### config.mk
export PLATFORM = sky130hd
export DESIGN_NAME = noc_output_arbiter
export DESIGN_NICKNAME = d
export VERILOG_FILES = /design/src/rtl/noc_output_arbiter.sv
export SDC_FILE = /design/constraint.sdc
export NUM_CORES = 1
export LEC_CHECK = 0
export CORE_MARGIN = 3
export CORE_UTILIZATION = 40
export DETAILED_ROUTE_END_ITERATION = 10
export PLACE_DENSITY = 0.77
export SETUP_SLACK_MARGIN = 0.5
export SLEW_MARGIN = 20
export SYNTH_ARGS = -nofsm -noshare
export SYNTH_HDL_FRONTEND = slang
export SYNTH_SLANG_ARGS = --single-unit
### constraint.sdc
create_clock -name clk -period 8.02 [get_ports clk]
set_input_delay 1.203 -clock clk [delete_from_list [all_inputs] [get_ports clk]]
set_output_delay 1.203 -clock clk [all_outputs]
set_load 0.05 [all_outputs]
### src/rtl/noc_output_arbiter.sv
// rtl/noc_output_arbiter.sv - round-robin output arbiter with registered link output
// Optional Local priority with starvation guard: define NOC_ARB_LOCAL_PRIO_EN.
module noc_output_arbiter #(
  parameter int STARVE_LIMIT = 8
) (
  input  logic         clk,
  input  logic         rst,
  input  logic [159:0] req_data,
  input  logic [4:0]   req_valid,
  output logic [4:0]   req_ready,
  output logic [31:0]  out_packet,
  output logic         out_valid,
  input  logic         out_ready,
  output logic [2:0]   grant_idx
);

  if (STARVE_LIMIT < 1 || STARVE_LIMIT > 255) begin : g_bad_starve_limit
    $error("STARVE_LIMIT must be in 1..255");
  end

  logic [31:0] out_packet_q, out_packet_d;
  logic        out_valid_q, out_valid_d;
  logic [2:0]  grant_idx_q, grant_idx_d;
  logic [2:0]  rr_ptr_q, rr_ptr_d;

  logic        load_en;
  logic        win_found;
  logic [2:0]  win_idx;
  logic        adv_ptr;

  // Returns {found, index} of the first set bit searching ptr, ptr+1, ... mod 5.
  function automatic logic [3:0] rr_pick(input logic [4:0] mask, input logic [2:0] ptr);
    logic [3:0] r;
    int j;
    r = '0;
    for (int k = 4; k >= 0; k--) begin
      j = (int'(ptr) + k) % 5;
      if (mask[j]) r = {1'b1, 3'(j)};
    end
    return r;
  endfunction

  assign load_en = !out_valid_q || out_ready;

`ifdef NOC_ARB_LOCAL_PRIO_EN
  localparam logic [7:0] LIMIT8 = 8'(STARVE_LIMIT);

  logic [7:0] wait_cnt_q [4];
  logic [7:0] wait_cnt_d [4];
  logic [3:0] starved;

  always_comb begin
    starved = '0;
    for (int i = 0; i < 4; i++) begin
      starved[i] = req_valid[i] && (wait_cnt_q[i] == LIMIT8);
    end
  end

  always_comb begin
    win_found = 1'b0;
    win_idx   = 3'd0;
    adv_ptr   = 1'b1;
    if (|starved) begin
      {win_found, win_idx} = rr_pick({1'b0, starved}, rr_ptr_q);
    end else if (req_valid[4]) begin
      win_found = 1'b1;
      win_idx   = 3'd4;
      adv_ptr   = 1'b0;
    end else begin
      {win_found, win_idx} = rr_pick({1'b0, req_valid[3:0]}, rr_ptr_q);
    end
  end

  always_comb begin
    for (int i = 0; i < 4; i++) begin
      if (req_valid[i] && !req_ready[i]) begin
        wait_cnt_d[i] = (wait_cnt_q[i] == LIMIT8) ? wait_cnt_q[i] : wait_cnt_q[i] + 8'd1;
      end else begin
        wait_cnt_d[i] = 8'd0;
      end
    end
  end

  always_ff @(posedge clk or posedge rst) begin
    if (rst) begin
      for (int i = 0; i < 4; i++) wait_cnt_q[i] <= 8'd0;
    end else begin
      for (int i = 0; i < 4; i++) wait_cnt_q[i] <= wait_cnt_d[i];
    end
  end
`else
  always_comb begin
    adv_ptr = 1'b1;
    {win_found, win_idx} = rr_pick(req_valid, rr_ptr_q);
  end
`endif

  // State register: out_valid_q is the EMPTY/FULL state of the output register.
  always_ff @(posedge clk or posedge rst) begin
    if (rst) begin
      out_packet_q <= '0;
      out_valid_q  <= 1'b0;
      grant_idx_q  <= '0;
      rr_ptr_q     <= '0;
    end else begin
      out_packet_q <= out_packet_d;
      out_valid_q  <= out_valid_d;
      grant_idx_q  <= grant_idx_d;
      rr_ptr_q     <= rr_ptr_d;
    end
  end

  always_comb begin
    out_packet_d = out_packet_q;
    out_valid_d  = out_valid_q;
    grant_idx_d  = grant_idx_q;
    rr_ptr_d     = rr_ptr_q;
    if (load_en) begin
      if (win_found) begin
        out_packet_d = req_data[int'(win_idx) * 32 +: 32];
        out_valid_d  = 1'b1;
        grant_idx_d  = win_idx;
        if (adv_ptr) rr_ptr_d = (win_idx == 3'd4) ? 3'd0 : win_idx + 3'd1;
      end else begin
        out_valid_d = 1'b0;
      end
    end
  end

  always_comb begin
    req_ready = '0;
    if (load_en && win_found) req_ready = 5'b00001 << win_idx;
  end

  assign out_packet = out_packet_q;
  assign out_valid  = out_valid_q;
  assign grant_idx  = grant_idx_q;

endmodule

==> flow_metrics.env <==
export IMPL_status="finished, final reports clean"
export IMPL_arrival_ns=5.89
export IMPL_worstHoldStart="grant_idx[1]$_DFFE_PP0P_"
export IMPL_min_to="grant_idx[1]$_DFFE_PP0P_"
export IMPL_port_buffers=208
export IMPL_rows=39
export IMPL_drtPass1Iterations=7
export IMPL_cts_max_path_buffers=2
export IMPL_ys_warnings_count=0
export IMPL_start_util=0.415
export IMPL_fmax_mhz=141
export IMPL_async_flop_share=1.00
export IMPL_tightest_slew_ns=0.894
export IMPL_fin_setup_tns_ns=0
export IMPL_cts_tree="built"
export IMPL_cts_clk_slew_worst_paths_ns=0.06
export IMPL_detailroute_via_count=5856
export IMPL_hpwl_um=14900
export IMPL_cts_sinks=39
export IMPL_wl_um=19300
export IMPL_r2r_end="out_packet[5]$_DFFE_PP0P_"
export IMPL_die_x_um=116
export IMPL_preCtsSetupSlack_ns=1.07
export IMPL_synth_main_ff_cell="dfrtp_1"
export IMPL_crit_chain="clkinv_1 > ha_1 > inv_1 > ha_1 > o21ai_0 > mux2i_1 > inv_1 > ha_1 > xor2_1 > nor4_1 > a211o_1 > or2_1 > nor2_1 > mux2i_1 > o21ai_0 > a32o_1 > nor3_1 > buf_4 > and2_1 > clkdlybuf4s50_1"
export IMPL_clock_latency_ns=0.29
export IMPL_yosys_register_bits=39
export IMPL_crit_top_cell="ha_1"
export IMPL_dieArea_sq_mm=0.0134
export IMPL_drtIter0Drc=613
export IMPL_grt_ovfl_total=0
export IMPL_fin_util=0.617
export IMPL_timing_rr_start="rr_ptr_q[0]$_DFFE_PP0P_"
export IMPL_grt_first_pass_wirelength_um=29100
export IMPL_synth_edf_count=0
export IMPL_syn_mean_instance_area_sq_um=8.07
export IMPL_path_class="flip-flop to output pin"
export IMPL_layout_nets=968
export IMPL_synth_distinct_cells=66
export IMPL_reg2reg_depth=17
export IMPL_synth_cells=598
export IMPL_clock_root_buffer="clkbuf_16"
export IMPL_crit_path_max_incr_delay_ns=0.81
export IMPL_endpoint_kind="output pin"
export IMPL_viasPerCell=6.34
export IMPL_place_gp_congestion=0.949
export IMPL_area_growth_pct=48.6
export IMPL_min_period_over_period=0.885
export IMPL_num_io_pins=209
export IMPL_drc=0
export IMPL_core_area_sq_mm=0.0116
export IMPL_htreeDepth=2
export IMPL_skew_ns=0.00659
export IMPL_cts_made_buffers=5
export IMPL_seq_area_frac_synth=0.202
export IMPL_grt_usage=0.272
export IMPL_routedWlPerCell_um=20.9
export IMPL_antenna_found_initial=0
export IMPL_die_h_um=116
export IMPL_cap_violations=0
export IMPL_min_period_ns=7.09
export IMPL_grt_max_degree=40
export IMPL_detail_route_antenna_nets=0
export IMPL_setup_slack_ns=0.926
export IMPL_slew_headroom=0.403
export IMPL_syn_num_nets=787
export IMPL_antenna_cells=0
export IMPL_start_kind="flip-flop"
export IMPL_path_max_fanout=13
export IMPL_netlist_area_sq_mm=0.00482
export IMPL_first_global_vias=5566
export IMPL_hold_viol=0
export IMPL_min_path_type="flip-flop to flip-flop"
export IMPL_r2r_slack_ns=2.26
export IMPL_slowest_stage="clkdlybuf4s50_1"
export IMPL_layout_drive_gt1_share=0.0564
export IMPL_required_ns=6.82
export IMPL_postCtsSetupRepairBufs=0
export IMPL_maxSlewViolCount=0
export IMPL_hold_depth=2
export IMPL_finalSetupViolCount=0
export IMPL_rsz0062_at_grt="false"
-- worst max-delay path, delay by kind of cell (launching register included) --
| family | cells | cell delay (ns) |
|---|---|---|
| compound gates | 4 | 0.82 |
| xor+xnor | 1 | 0.16 |
| fa+ha+maj | 3 | 1.17 |
| buf+inv | 5 | 1.51 |
| flops | 1 | 0.37 |
| mux | 2 | 0.48 |
| simple gates | 5 | 1.10 |
-- synthesized netlist by cell type, types with 13 or more instances --
cell	count	area share
o21ai_0	16	0.017
nand2b_1	13	0.017
inv_1	16	0.012
a221oi_1	43	0.078
ha_1	21	0.054
a21oi_1	16	0.017
buf_2	17	0.018
dfrtp_1	39	0.20
mux2i_1	73	0.15
nand2_1	93	0.072
a22oi_1	23	0.036
o221ai_1	23	0.042
nor2_1	19	0.015
o22ai_1	16	0.021
clkbuf_1	25	0.019
-- layer usage --
layer | share of wire | vias to the layer above | routed length, um | track usage
li1 | - | 2679 | - | -
met1 | 0.39 | 2809 | 7520 | 0.338
met2 | 0.50 | 320 | 9670 | 0.473
met3 | 0.080 | 48 | 1550 | 0.0595
met4 | 0.028 | 0 | 546 | 0.0797
met5 | 0 | - | 0 | 0
-- worst max path at each step --
stage	startpoint	to	slack (ns)	cells after the start
after floorplan	rr_ptr_q[0]$_DFFE_PP0P_	req_ready[1]	1.57	22
after global placement	rr_ptr_q[2]$_DFFE_PP0P_	req_ready[4]	1.32	15
after detailed placement	rr_ptr_q[2]$_DFFE_PP0P_	req_ready[4]	1.07	15
after CTS	rr_ptr_q[2]$_DFFE_PP0P_	req_ready[4]	0.78	15
after global routing	rr_ptr_q[1]$_DFFE_PP0P_	req_ready[0]	0.51	20
final	rr_ptr_q[1]$_DFFE_PP0P_	req_ready[0]	0.93	20
-- logic make-up after synthesis --
logic type | Yosys count | synth area share
adders and majority gates | 21 | 0.0545
DFF | 39 | 0.202
muxes | 76 | 0.161
xor gates and xnor gates | 9 | 0.0179
and+or+nand+nor | 185 | 0.180
AOI/OAI and AO/OA | 199 | 0.321
buffers and inverters | 69 | 0.0635
-- placed cells by master (no fill, tap or decap), types with 5 or more instances in the layout --
cell / instances
and2_1: 7
nor3_1: 10
clkdlybuf4s50_1: 207
a211oi_1: 10
o21ai_0: 16
ha_1: 20
buf_4: 17
clkbuf_16: 5
nand2_1: 93
o22ai_1: 16
dfrtp_1: 38
o21a_1: 6
a221oi_1: 43
mux2i_1: 73
a21o_1: 7
nor2_1: 17
inv_1: 15
nand3_1: 12
nand2b_1: 13
a21oi_1: 16
xnor2_1: 5
a22oi_1: 23
o221ai_1: 23
nor4_1: 5
nor2b_1: 7
-- flip-flops by register name (all words and copies together), names as in the netlist --
signal,flops
grant_idx,3
out_packet,32
out_valid,1
rr_ptr_q,3
-- repair_timing --
item                                    CTS  global route
hold buffers                              0             0
endpoints found under the setup margin    0             5
gates resized for setup                   0             2
-- stage by stage --
step | hold slack [ns] | std cells | area (sq um)
2_1_floorplan | 0.737 | 598 | 4820
3_3_place_gp | 0.462 | 915 | 6990
3_5_place_dp | 0.477 | 915 | 6990
6_report | 0.490 | 923 | 7170
4_1_cts | 0.489 | 923 | 7160
5_1_grt | 0.504 | 923 | 7170
-- area by class of cell --
type / count / area, sq um
repair buffers: 224 / 2200
inverters: 19 / 73.8
flip-flops and latches: 39 / 977
multi-input cells: 490 / 3560
clock buffers: 6 / 139
well taps: 143 / 179
clock inverters: 2 / 35.0
fillers: 1004 / 4450
Power is not shown: default switching activity piles up to over one toggle a cycle in this logic, so the estimate is an artifact.
